==> config.mk <==
export PLATFORM = sky130hd
export DESIGN_NAME = fifo_burst_reader
export DESIGN_NICKNAME = d
export VERILOG_FILES = /design/src/rtl/fifo_rd_pkg.sv /design/src/rtl/fifo_rd_skid.sv /design/src/rtl/fifo_burst_reader.sv
export SDC_FILE = /design/constraint.sdc
export NUM_CORES = 1
export LEC_CHECK = 0
export ABC_AREA = 1
export CAP_MARGIN = 10
export CORE_ASPECT_RATIO = 0.9
export CORE_MARGIN = 1
export CORE_UTILIZATION = 60
export DETAILED_ROUTE_END_ITERATION = 8
export DONT_BUFFER_PORTS = 1
export GPL_TIMING_DRIVEN = 0
export HOLD_SLACK_MARGIN = 0.1
export PLACE_DENSITY = 0.76
export SLEW_MARGIN = 20
export SYNTH_ARGS = -nofsm -noshare
export SYNTH_HDL_FRONTEND = slang
export SYNTH_HIERARCHICAL = 1
export SYNTH_SLANG_ARGS = --single-unit
==> constraint.sdc <==
create_clock -name clk -period 2.5 [get_ports clk]
set_clock_uncertainty 0.2 [all_clocks]
set_input_delay 0.125 -clock clk [delete_from_list [all_inputs] [get_ports clk]]
set_output_delay 0.125 -clock clk [all_outputs]
set_load 0.1 [all_outputs]
==> src/rtl/fifo_rd_pkg.sv <==
`default_nettype none
// ============================================================================
// Module   : fifo_rd_pkg
// Brief    : Shared types, defaults and helpers for the FIFO burst reader.
// Revision : 1.0 - initial release
// ============================================================================
package fifo_rd_pkg;

    localparam int c_DATA_W_DEF    = 8;
    localparam int c_LEN_W_DEF     = 8;
    localparam int c_BUF_DEPTH_DEF = 3;

    typedef enum logic [1:0] {
        IDLE  = 2'd0,
        READ  = 2'd1,
        DRAIN = 2'd2
    } rd_state_e;

    // A new read may only be issued while every byte it could produce has a slot.
    function automatic logic has_credit(input int occ, input int inflight, input int depth);
        return (occ + inflight) < depth;
    endfunction

endpackage
`default_nettype wire

==> src/rtl/fifo_rd_skid.sv <==
`default_nettype none
// ============================================================================
// Module   : fifo_rd_skid
// Brief    : In-order byte buffer with a registered head slot feeding the
//            output stream and a small shift-register tail behind it.
// Revision : 1.0 - initial release
// ============================================================================
module fifo_rd_skid #(
    parameter int DATA_W = 8,
    parameter int DEPTH  = 3,
    parameter int CNT_W  = $clog2(DEPTH + 1)
) (
    input  logic              clk,
    input  logic              rst_n,
    input  logic              push,
    input  logic [DATA_W-1:0] din,
    input  logic              pop,
    output logic [CNT_W-1:0]  occ,
    output logic [DATA_W-1:0] head,
    output logic              head_valid
);

    localparam int c_TAIL_D = DEPTH - 1;
    localparam int c_TAIL_W = $clog2(c_TAIL_D + 1);

    logic [DATA_W-1:0]   r_tail [c_TAIL_D];
    logic [DATA_W-1:0]   w_tail [c_TAIL_D];
    logic [c_TAIL_W-1:0] r_tail_cnt;
    logic [c_TAIL_W-1:0] w_tail_cnt;
    logic [DATA_W-1:0]   r_head;
    logic [DATA_W-1:0]   w_head;
    logic                r_head_valid;
    logic                w_head_valid;
    logic                w_head_load;
    logic                w_deq;
    logic                w_enq;

    assign w_head_load = !r_head_valid || pop;

    always_comb begin
        w_head       = r_head;
        w_head_valid = r_head_valid;
        w_tail       = r_tail;
        w_tail_cnt   = r_tail_cnt;
        w_deq        = 1'b0;
        w_enq        = 1'b0;

        // The head refills from the oldest tail entry first, so a fresh push
        // bypasses into the head only when the tail is empty.
        if (w_head_load) begin
            if (r_tail_cnt != '0) begin
                w_head       = r_tail[0];
                w_head_valid = 1'b1;
                w_deq        = 1'b1;
                w_enq        = push;
            end else if (push) begin
                w_head       = din;
                w_head_valid = 1'b1;
            end else begin
                w_head_valid = 1'b0;
            end
        end else begin
            w_enq = push;
        end

        if (w_deq) begin
            for (int i = 0; i < c_TAIL_D - 1; i++) begin
                w_tail[i] = r_tail[i+1];
            end
            w_tail_cnt = r_tail_cnt - 1'b1;
        end

        if (w_enq) begin
            for (int i = 0; i < c_TAIL_D; i++) begin
                if (c_TAIL_W'(i) == w_tail_cnt) begin
                    w_tail[i] = din;
                end
            end
            w_tail_cnt = w_tail_cnt + 1'b1;
        end
    end

    always_ff @(posedge clk or negedge rst_n) begin
        if (!rst_n) begin
            r_head       <= '0;
            r_head_valid <= 1'b0;
            r_tail_cnt   <= '0;
            for (int i = 0; i < c_TAIL_D; i++) begin
                r_tail[i] <= '0;
            end
        end else begin
            r_head       <= w_head;
            r_head_valid <= w_head_valid;
            r_tail_cnt   <= w_tail_cnt;
            r_tail       <= w_tail;
        end
    end

    assign occ        = CNT_W'(r_head_valid) + CNT_W'(r_tail_cnt);
    assign head       = r_head;
    assign head_valid = r_head_valid;

endmodule
`default_nettype wire

==> src/rtl/fifo_burst_reader.sv <==
`default_nettype none
// ============================================================================
// Module   : fifo_burst_reader
// Brief    : Drains a requested number of bytes from a sync FIFO read port and
//            presents them on a valid/ready byte stream.
// Revision : 1.0 - initial release
// ============================================================================
module fifo_burst_reader
    import fifo_rd_pkg::*;
#(
    parameter int DATA_W    = c_DATA_W_DEF,
    parameter int LEN_W     = c_LEN_W_DEF,
    parameter int BUF_DEPTH = c_BUF_DEPTH_DEF
) (
    input  logic              clk,
    input  logic              rst_n,
    input  logic              start,
    input  logic [LEN_W-1:0]  len,
    input  logic              abort,
    input  logic              fifo_empty,
    input  logic              fifo_full,
    input  logic              fifo_wr,
    input  logic [DATA_W-1:0] fifo_dout,
    output logic              fifo_rd,
    output logic [DATA_W-1:0] m_data,
    output logic              m_valid,
    input  logic              m_ready,
    output logic              busy,
    output logic              done,
    output logic              aborted,
    output logic [LEN_W-1:0]  xfer_cnt
);

    localparam int c_CNT_W = $clog2(BUF_DEPTH + 1);

    rd_state_e          r_state;
    rd_state_e          w_state_nxt;
    logic [LEN_W-1:0]   r_len;
    logic [LEN_W-1:0]   r_issued;
    logic [LEN_W-1:0]   r_xfer_cnt;
    logic               r_inflight;
    logic               r_done;
    logic               r_aborted;
    logic               r_abort_seen;
    logic [c_CNT_W-1:0] w_occ;
    logic               w_start_ok;
    logic               w_finish;
    logic               w_rd;
    logic               w_acc;
    logic               w_pop;

    always_comb begin
        w_state_nxt = r_state;
        w_start_ok  = 1'b0;
        w_finish    = 1'b0;
        case (r_state)
            IDLE: begin
                if (start && !abort) begin
                    w_start_ok  = 1'b1;
                    w_state_nxt = (len == '0) ? DRAIN : READ;
                end
            end
            READ: begin
                if ((r_issued == r_len) || abort) begin
                    w_state_nxt = DRAIN;
                end
            end
            DRAIN: begin
                if (!r_inflight && (w_occ == '0)) begin
                    w_state_nxt = IDLE;
                    w_finish    = 1'b1;
                end
            end
            default: begin
                w_state_nxt = IDLE;
            end
        endcase
    end

    // The read strobe never looks at m_ready; buffer credit alone throttles it.
    assign w_rd  = (r_state == READ) && !abort && !fifo_empty && (r_issued != r_len) &&
                   has_credit(int'(w_occ), int'(r_inflight), BUF_DEPTH);
    assign w_acc = w_rd && !(fifo_wr && !fifo_full);
    assign w_pop = m_valid && m_ready;

    always_ff @(posedge clk or negedge rst_n) begin
        if (!rst_n) begin
            r_state      <= IDLE;
            r_len        <= '0;
            r_issued     <= '0;
            r_xfer_cnt   <= '0;
            r_inflight   <= 1'b0;
            r_done       <= 1'b0;
            r_aborted    <= 1'b0;
            r_abort_seen <= 1'b0;
        end else begin
            r_state    <= w_state_nxt;
            r_done     <= w_finish;
            r_inflight <= w_acc;
            if (w_start_ok) begin
                r_len        <= len;
                r_issued     <= '0;
                r_xfer_cnt   <= '0;
                r_aborted    <= 1'b0;
                r_abort_seen <= 1'b0;
            end else begin
                if (w_acc) begin
                    r_issued <= r_issued + 1'b1;
                end
                if (w_pop) begin
                    r_xfer_cnt <= r_xfer_cnt + 1'b1;
                end
                if ((r_state == READ) && abort) begin
                    r_abort_seen <= 1'b1;
                end
                if (w_finish) begin
                    r_aborted <= r_abort_seen;
                end
            end
        end
    end

    fifo_rd_skid #(
        .DATA_W (DATA_W),
        .DEPTH  (BUF_DEPTH),
        .CNT_W  (c_CNT_W)
    ) u_skid (
        .clk        (clk),
        .rst_n      (rst_n),
        .push       (r_inflight),
        .din        (fifo_dout),
        .pop        (w_pop),
        .occ        (w_occ),
        .head       (m_data),
        .head_valid (m_valid)
    );

    assign fifo_rd  = w_rd;
    assign busy     = (r_state != IDLE);
    assign done     = r_done;
    assign aborted  = r_aborted;
    assign xfer_cnt = r_xfer_cnt;

endmodule
`default_nettype wire
==> results of run 1 <==
-- layout make-up --
| cell class | count | area share (%) |
|---|---|---|
| multi-input cells | 272 | 40.31 |
| repair buffers | 25 | 6.979 |
| inverters | 46 | 4.819 |
| clock inverters | 3 | 1.063 |
| flip-flops and latches | 57 | 37.99 |
| well taps | 65 | 2.160 |
| clock buffers | 12 | 4.121 |
| plain buffers | 10 | 2.559 |
-- routing by layer --
layer / global-route usage [%] / vias up
met5: 0 / -
met4: 8.025 / 0
met3: 9.677 / 12
met2: 44.64 / 95
met1: 38.92 / 1227
li1: - / 1298
-- final timing paths --
check,start,end,slack [ns],cells after the start
min in group clk,fifo_empty,r_inflight,0.19,6
max reg2reg,u_skid/head_valid,u_skid/r_tail[5],0.09,13
max,u_skid/head_valid,fifo_rd,-0.17,8
max in group asynchronous,rst_n,u_skid/head[6],1.74,2
min,rst_n,xfer_cnt[5],0.1,2
min reg2reg,r_abort_seen,r_abort_seen,0.29,2
-- registers in the layout, indices dropped and copies added (netlist names) --
signal and count:
xfer_cnt 8, r_abort_seen 1, u_skid/r_tail_cnt 2, done 1, r_inflight 1, u_skid/head 8
u_skid/head_valid 1, r_len 8, u_skid/r_tail 16, r_state 2, aborted 1, r_issued 8
-- stage by stage --
stage / power (uW) / TNS [ns] / setup slack, ns / instances
floorplan: 3857 / 0 / 0.04858 / 386
global placement: 4124 / -0.7956 / -0.1020 / 451
detailed placement: 4217 / -1.106 / -0.1393 / 451
global route: 5717 / -0.3511 / -0.2154 / 490
CTS: 5284 / -0.1780 / -0.1780 / 490
finish: 5398 / -0.1690 / -0.1690 / 490
-- repair_timing --
action | 4_1_cts | 5_1_grt
pin swaps | 3 | 0
gates resized for setup | 10 | 4
hold endpoints to repair | 107 | 0
buffers inserted | 2 | 0
hold buffers | 23 | 0
setup endpoints to repair | 9 | 14
-- Yosys cell counts, types with 2 or more instances --
master     n
nand2_4    7
xor2_1     6
ha_1       7
xnor2_1    3
inv_1     40
a31oi_1    8
nand3_4    2
buf_2      4
buf_6      3
o21ai_1    3
nand2_1  135
nor2_1    26
inv_2      5
o21ai_0   12
nor2_2     2
a21oi_1    5
nor3_2     2
nand4_1   10
nand3_1   31
nor3_1     3
dfrtp_1   57
-- where the power goes --
part | internal [uW] | switching [uW]
clock | 506 | 358
combinational | 817 | 1280
sequential | 1250 | 1190
total | 2570 | 2830
-- kinds of logic (layout without fill, tap and decap cells) --
group,count (synthesis),count (layout),share of synthesized area [%]
flops,57,57,45.53
buf+inv,57,96,8.866
simple gates,223,223,33.43
xor+xnor,11,11,3.555
fa+ha+maj,7,7,2.795
compound gates,31,31,5.831
-- worst reg2reg max path: cells and delay by family, from the launching register on --
kind / cells / cell delay, ns
buffers and inverters: 4 / 0.41
DFF: 1 / 0.66
and+or+nand+nor: 8 / 0.81
adders and majority gates: 1 / 0.21
==> out/qor.txt, run 1 <==
failing checks - negative setup slack
Port Buf Inserts - 0
Initial Util - 63.62%
All-Layer GR Usage - 28.78%
H-Tree Level Count - 3
most common cell after layout, fill and taps aside - nand2_1
largest net degree at the start of global routing - 58
multi-input logic area - 1518 um^2
slew of the pin with the lowest slew margin - 1.008 ns
Synth Instances - 386
most frequent cells in the layout - 132 x nand2_1, 56 x dfrtp_1, 38 x inv_1
period utilisation layout - 106.8%
Mapped Nets - 417
met2 WL post-DR - 3474 um
Placeable Area - 4925 um^2
LEAKAGE - 0.001929 uW
clock slew at reported path FFs - 0.06 ns
final setup vio count - 1
Final Util - 76.45%
total number of vias - 2632
GP Congestion - 0.8058
Die Wd - 78.17 um
post-route ant nets - 0
synthesis-stage register bit count - 57
IO Count - 45
Max Used Layer - met4
storage element area - 1430 um^2
CTS Buf Count - 9
ANT cells - 0
first-pass GRT wire length - 11920 um
nets - 452
Min-Delay Path Class - in2async
CP bufs+invs - 2
area grow syn2layout - 20.17%
WHS - 0.09927 ns
Cell variety after synth - 36
share of layout cells above drive strength 1 - 15.29%
Root Driver - clkbuf_8
DP HPWL - 4686 um
MaxCap Viol Count - 0
mapped cell area - 3133 um^2
vias per inst - 5.371
Final Hold Viols - 0
Post-synth EDFFs - 0
Slew Viols, Final - 0
met3 WL post-DR - 486 um
Slowest-stage cell, CP - dfrtp_4
initial antenna violation count - 0
drt total wl - 7302 um
Fillers - 343
CP top delay family - adder cells
Die Ht - 70.55 um
post-synthesis async set-or-reset flop share - 100.0%
CP max stage delay - 0.64 ns
Final Cell Area - 3765 um^2
Synth Area per Inst - 8.117 um^2
outcome - finished, violations left
met1 WL - 3237 um
CP max FO - 4
Synth Flop Type - dfrtp_1
CTS tree - done
most used cell, CP - ha_4
Clk Latency, worst-skew pair - 0.34 ns
gr ovfl total - 0
crit-path cells - ha_4 > ha_4 > ha_4 > nand2_2 > nand2_2 > inv_2 > nand3_4 > clkinvlp_4
max_slew headroom - 32.78%
peak supply drop - 1.032 mV
vias in the first global route - 2503
Worst Setup End Kind - primary output
crit path DAT - 2.34 ns
cell accounting for the most synthesized area - dfrtp_1
placement-stage cell area - 3222 um^2
top post-synthesis cells by area - dfrtp_1 46%, nand2_1 16%, nand3_1 5.0%
area fraction of the dominant cell type after synthesis - 45.53%
Peak Freq - 0.3747 GHz
yosys warns - 6
Die ar. - 5515 um^2
kind of critical path - reg2out
unrepaired setup endpoints after global routing - true
drt pass-1 iters - 5
Startpoint Class - flip-flop
CTS sink cnt - 57
Detailed Route Iter0 Violations - 214
Routed wire per std cell - 14.90 um
DRC - 0
Req. time, crit path - 2.17 ns
register area share after synthesis - 45.53%
Clock Tree Buf Depth - 2
slack of the critical path - -0.1690 ns
row count - 24
min Tclk post-route - 2.669 ns
PD cells - 1434 nW/um^2
No activity file was read; power rests on OpenSTA's default activity.
==> run 2: changes to the inputs <==
--- a/config.mk
+++ b/config.mk
@@ -9,12 +9,12 @@
 export CAP_MARGIN = 10
 export CORE_ASPECT_RATIO = 0.9
 export CORE_MARGIN = 1
-export CORE_UTILIZATION = 60
+export CORE_UTILIZATION = 25
+export CTS_BUF_LIST = sky130_fd_sc_hd__clkbuf_8
 export DETAILED_ROUTE_END_ITERATION = 8
 export DONT_BUFFER_PORTS = 1
 export GPL_TIMING_DRIVEN = 0
 export HOLD_SLACK_MARGIN = 0.1
-export PLACE_DENSITY = 0.76
 export SLEW_MARGIN = 20
 export SYNTH_ARGS = -nofsm -noshare
 export SYNTH_HDL_FRONTEND = slang
==> run 2 against run 1 <==
  * Via count fell by 2.4%
  * Global-route usage down 17 points
  * Final cell count increased by 19%
  * Worst hold slack better by 0.015 ns
  * Combinational power decreased by 4%
  * Total power is 1.7% lower
  * Critical path depth unchanged
  * Sequential power hardly changed
  * The run still ends with negative setup slack left
  * Largest power group unchanged
  * Wire length rose by 0.62%
  * Non-clock buffer count unchanged
==> out/qor.txt, run 2 (synthesis results as in run 1) <==
Startpoint Class - flip-flop
total number of vias - 2568 (-2.4%)
WHS - 0.1144 ns (+0.01510 ns)
slack of the critical path - -0.1216 ns (+0.04737 ns)
Worst Setup End Kind - primary output
Initial Util - 25.84% (-38 points)
multi-input logic area - 1494 um^2 (-1.6%)
crit path capture - fifo_rd
kind of critical path - reg2out
Die ar. - 12980 um^2 (+140%)
crit path DAT - 2.30 ns (-0.04 ns)
Clk Latency, worst-skew pair - 0.34 ns (about the same)
drt pass-1 iters - 4 (-1)
first-pass GRT wire length - 12150 um (+2.0%)
CTS sink cnt - 57 (unchanged)
vias in the first global route - 2494 (-0.36%)
Worst Reg-to-Reg Cells - 13 (unchanged)
CP bufs+invs - 2 (unchanged)
Slew Viols, Final - 0 (unchanged)
post-route ant nets - 0 (unchanged)
nets - 452 (unchanged)
max reg flops - 16 (unchanged)
Min-Delay Path Class - in2async
Fillers - 1263 (+270%)
All-Layer GR Usage - 12.03% (-17 points)
final setup vio count - 1 (unchanged)
CTS tree - done
R2R Path End - u_skid/r_tail[2]
outcome - finished, violations left
Port Buf Inserts - 0 (unchanged)
Peak Freq - 0.3814 GHz (+1.8%)
storage element area - 1430 um^2 (unchanged)
Routed wire per std cell - 12.56 um (-16%)
CTS Buf Count - 9 (unchanged)
initial antenna violation count - 0 (unchanged)
Power, Total - 5306 uW (-1.7%)
area grow syn2layout - 23.20%
slew of the pin with the lowest slew margin - 1.016 ns (+0.007594 ns)
unrepaired setup endpoints after global routing - true
share of layout cells above drive strength 1 - 15.06% (-0.24 points)
crit-path cells - ha_4 > ha_4 > ha_4 > nand2_2 > nand2_2 > inv_2 > nand3_4 > clkinvlp_4
MaxCap Viol Count - 0 (unchanged)
vias per inst - 4.390 (-18%)
most common cell after layout, fill and taps aside - nand2_1
DP HPWL - 5056 um (+7.9%)
LEAKAGE - 0.001930 uW (about the same)
row count - 38 (+58%)
IO Count - 45 (unchanged)
DRC - 0 (unchanged)
Crit. Startpoint - u_skid/head_valid
largest net degree at the start of global routing - 58 (unchanged)
critical register-to-register path startpoint - u_skid/head_valid
r2r setup slk - 0.01 ns (-0.08 ns)
most frequent cells in the layout - 133 x nand2_1, 56 x dfrtp_1, 39 x inv_1
ANT cells - 0 (unchanged)
drt total wl - 7347 um (+0.62%)
failing checks - negative setup slack
Slowest-stage cell, CP - dfrtp_4
period utilisation layout - 104.9% (-1.9 points)
Placeable Area - 12120 um^2 (+150%)
gr ovfl total - 0 (unchanged)
Detailed Route Iter0 Violations - 150 (-30%)
max_slew headroom - 32.27% (-0.51 points)
Root Driver - clkbuf_8
PD cells - 1375 nW/um^2 (-4.1%)
H-Tree Level Count - 3 (unchanged)
min Tclk post-route - 2.622 ns (-0.04737 ns)
Most flops, register - u_skid/r_tail
most used cell, CP - ha_4
Die Ht - 108.2 um (+53%)
CP top delay family - adder cells
Clock Tree Buf Depth - 2 (unchanged)
GP Congestion - 0.7949 (-1.4%)
peak supply drop - 0.3878 mV (-62%)
clock slew at reported path FFs - 0.06 ns (about the same)
Req. time, crit path - 2.17 ns (about the same)
Final Hold Viols - 0 (unchanged)
Die Wd - 120 um (+54%)
CP max FO - 4 (unchanged)
Crit path depth - 8 (unchanged)
CP max stage delay - 0.64 ns (about the same)
-- run 2: cell count changes in the layout (fill, tap and decap cells not counted) --
cell	before	now
ha_4	4	3
clkbuf_1	1	0
nand2_2	4	3
inv_1	38	39
xor2_2	1	2
ha_2	0	1
nand2_1	132	133
xor2_4	1	0
-- run 2: stage by stage --
stage | setup WS [ns] | setup TNS, ns | instance area, um^2 | std cells | utilization (%)
2_1_floorplan | 0.04858 | 0 | 3141 | 386 | -
3_3_place_gp | -0.1842 | -1.488 | 3341 | 546 | 27.55
3_5_place_dp | -0.1961 | -1.572 | 3341 | 546 | 27.55
4_1_cts | -0.1462 | -0.1493 | 3857 | 585 | 31.82
5_1_grt | -0.1799 | -1.090 | 3860 | 585 | 31.84
6_report | -0.1216 | -0.1216 | 3860 | 585 | 31.84
-- run 2: layer usage --
metal | vias up | global-route usage, % | part of all wire (%)
li1 | 1301 | - | -
met1 | 1189 | 15.29 | 45
met2 | 64 | 18.68 | 47
met3 | 14 | 2.743 | 5.6
met4 | 0 | 7.143 | 2.1
met5 | - | 0 | 0
-- run 2: layout make-up --
| cell class | instances | share of cell area, % |
|---|---|---|
| multi-input combinational | 272 | 38.70 |
| clock inverter | 4 | 1.135 |
| clock buffer | 11 | 3.922 |
| timing repair buffer | 25 | 6.807 |
| tap | 160 | 5.186 |
| buffer | 10 | 2.496 |
| inverter | 46 | 4.700 |
| sequential | 57 | 37.05 |
-- run 2: timing repair --
action,CTS,global route
pin swaps,5,0
gates cloned,0,0
hold buffers,23,0
endpoints found under the hold margin,106,0
setup buffers,2,0
gates resized for setup,10,1
endpoints found under the setup margin,9,9
-- run 2: worst register-to-register path, delay by kind of cell (launching register included) --
family	cells	cell delay [ns]
and+or+nand+nor	8	0.87
DFF	1	0.65
buffers and inverters	4	0.37
adders and majority gates	1	0.29
-- run 2: worst min-delay path by stage --
stage,from,to,depth (start not counted)
floorplan,rst_n,aborted,0
global placement,rst_n,u_skid/head[6],0
detailed placement,rst_n,u_skid/head[1],0
CTS,rst_n,xfer_cnt[1],2
global route,rst_n,xfer_cnt[2],2
finish,rst_n,u_skid/head[7],2
-- run 2: where the power goes --
part / switching, uW / leakage [uW] / internal (uW)
Combinational: 1230 / 0.00109 / 776
Clock: 359 / 0.000106 / 501
Sequential: 1190 / 0.000736 / 1250
Total: 2780 / 0.00193 / 2520
==> run 3: changes to the inputs <==
--- a/config.mk
+++ b/config.mk
@@ -15,6 +15,7 @@
 export DONT_BUFFER_PORTS = 1
 export GPL_TIMING_DRIVEN = 0
 export HOLD_SLACK_MARGIN = 0.1
+export RECOVER_POWER = 100
 export SLEW_MARGIN = 20
 export SYNTH_ARGS = -nofsm -noshare
 export SYNTH_HDL_FRONTEND = slang
==> constraint.sdc (replaced) <==
create_clock -name clk -period 2.8 [get_ports clk]
set_clock_uncertainty 0.2 [all_clocks]
set_input_delay 0.14 -clock clk [delete_from_list [all_inputs] [get_ports clk]]
set_output_delay 0.14 -clock clk [all_outputs]
set_load 0.1 [all_outputs]
==> run 3 against run 2 <==
  * The flow now finishes without violations
  * Total power decreased by 14%
  * Register-to-register slack improved by 0.10 ns
  * Global-route usage down 0.56 points
  * Final area is 1.8% lower
  * Final cell count up 0.68%
  * Clock power shrank 14%
  * Sequential share of layout area rose by 0.66 points
  * Core utilization fell by 0.56 points
  * Via count rose by 1.1%
==> out/qor.txt, run 3 (synthesis results as in run 1) <==
Port Buf Inserts - 0 (unchanged)
Root Driver - clkbuf_8
gr ovfl total - 0 (unchanged)
worst hold stages - 2
CP max stage delay - 0.65 ns (about the same)
clock slew at reported path FFs - 0.06 ns (about the same)
kind of critical path - reg2out
WHS - 0.2721 ns (+0.1577 ns)
post-route ant nets - 0 (unchanged)
CTS sink cnt - 57 (unchanged)
Power, Total - 4561 uW (-14%)
Req. time, crit path - 2.46 ns (+0.29 ns)
row count - 38 (unchanged)
slew of the pin with the lowest slew margin - 1.432 ns (+0.4159 ns)
CP max FO - 4 (unchanged)
Setup Total Neg Slack - 0 ns (+0.1216 ns)
Initial Util - 25.84% (unchanged)
DRC - 0 (unchanged)
peak supply drop - 0.3095 mV (-20%)
critical register-to-register path startpoint - u_skid/head_valid
Fillers - 1252 (-0.87%)
Peak Freq - 0.3703 GHz
crit-path cells - ha_4 > ha_2 > ha_1 > nand2_1 > nand2_1 > inv_2 > nand3_4 > clkinvlp_4
DP HPWL - 5032 um (-0.46%)
outcome - finished clean
Min-Delay Path Class - reg2reg
Worst Setup End Kind - primary output
vias per inst - 4.409 (+0.44%)
period utilisation layout - 96.44%
drt total wl - 7109 um (-3.2%)
Max Used Layer - met4
Crit. Startpoint - u_skid/head_valid
largest net degree at the start of global routing - 58 (unchanged)
share of layout cells above drive strength 1 - 11.89% (-3.2 points)
Startpoint Class - flip-flop
Final Hold Viols - 0 (unchanged)
crit path DAT - 2.36 ns (+0.06 ns)
Crit path depth - 8 (unchanged)
storage element area - 1430 um^2 (unchanged)
Die Ht - 108.2 um (unchanged)
IO Count - 45 (unchanged)
All-Layer GR Usage - 11.46% (-0.56 points)
unrepaired setup endpoints after global routing - false
met3 WL post-DR - 404 um (-0.98%)
max_slew headroom - 4.545% (-28 points)
Slowest-stage cell, CP - dfrtp_4
Clk Latency, worst-skew pair - 0.34 ns (about the same)
Most flops, register - u_skid/r_tail
met1 WL - 3263 um (-1.7%)
most used cell, CP - nand2_1
most common cell after layout, fill and taps aside - nand2_1
R2R Path End - r_inflight
final setup vio count - 0 (-1)
CP bufs+invs - 2 (unchanged)
crit path capture - fifo_rd
CP top delay family - adder cells
first-pass GRT wire length - 11710 um (-3.6%)
Worst Reg-to-Reg Cells - 9 (-4)
multi-input logic area - 1444 um^2 (-3.4%)
most frequent cells in the layout - 136 x nand2_1, 56 x dfrtp_1, 44 x inv_1
Detailed Route Iter0 Violations - 169 (+13%)
Placeable Area - 12120 um^2 (unchanged)
CTS tree - done
Routed wire per std cell - 12.07 um (-3.9%)
PD cells - 1203 nW/um^2 (-13%)
Die Wd - 120 um (unchanged)
Clock Tree Buf Depth - 2 (unchanged)
Die ar. - 12980 um^2 (unchanged)
placement-stage cell area - 3334 um^2 (-0.19%)
Final Util - 31.28% (-0.56 points)
vias in the first global route - 2391 (-4.1%)
min Tclk post-route - 2.700 ns
max reg flops - 16 (unchanged)
GP Congestion - 0.7842 (-1.3%)
met2 WL post-DR - 3314 um (-4.4%)
H-Tree Level Count - 3 (unchanged)
drt pass-1 iters - 5 (+1)
MaxCap Viol Count - 0 (unchanged)
LEAKAGE - 0.001929 uW (about the same)
CTS Buf Count - 9 (unchanged)
Final Cell Area - 3792 um^2 (-1.8%)
nets - 455 (+0.66%)
Slew Viols, Final - 0 (unchanged)
initial antenna violation count - 0 (unchanged)
area grow syn2layout - 21.05%
total number of vias - 2597 (+1.1%)
r2r setup slk - 0.11 ns (+0.10 ns)
ANT cells - 0 (unchanged)
==> run 3: changes by cell type in the layout (fill, tap and decap cells not counted), sizes merged <==
cell / change
buf: -4
dlygate4sd3: +2
inv: +3
clkbuf: +4
clkinv: -1
==> run 3: worst min path at each step <==
stage,to,slack (ns),startpoint
after floorplan,aborted,-0.36,rst_n
after global placement,u_skid/head[1],-0.35,rst_n
after detailed placement,u_skid/head[2],-0.35,rst_n
after CTS,xfer_cnt[1],0.15,rst_n
after global routing,u_skid/r_tail[0],0.30,u_skid/r_tail[0]
final,u_skid/r_tail[5],0.27,u_skid/r_tail[5]
==> run 3: layer usage <==
layer | vias up | GRT usage, %
met5 | - | 0
met4 | 0 | 5.536
met3 | 10 | 3.006
met2 | 70 | 17.94
met1 | 1211 | 14.68
li1 | 1306 | -
==> run 3: timing repair <==
action	4_1_cts	5_1_grt
resized for setup	4	4
setup endpoints to repair	9	10
buffers inserted	0	3
endpoints found under the hold margin	106	0
gates cloned	0	0
pin swaps	0	3
hold buffers	25	0
==> run 3: final cells by class <==
| type | instances | share of cell area (%) |
|---|---|---|
| plain buffers | 10 | 2.243 |
| clock buffers | 10 | 3.629 |
| clock inverters | 6 | 1.353 |
| inverters | 46 | 4.652 |
| multi-input cells | 272 | 38.07 |
| flip-flops and latches | 57 | 37.71 |
| well taps | 160 | 5.279 |
| repair buffers | 28 | 7.060 |
==> run 3: stage by stage <==
stage          cells  setup slack [ns]
6_report         589           0.09964
5_1_grt          589          0.006604
4_1_cts          587          0.002234
3_5_place_dp     546          -0.05364
3_3_place_gp     546          -0.04949
2_1_floorplan    386           0.09849
==> run 3: where the power goes <==
part	switching, uW	total, uW	internal (uW)	leakage (uW)
sequential	1060	2170	1110	0.000736
clock	316	738	422	0.000110
combinational	1030	1650	622	0.00108
==> run 3: worst min-delay path, cell delays in order, from the launching register on <==
cell and delay (ns):
dfrtp_1 0.34, nand2_1 0.05, nand2_1 0.05
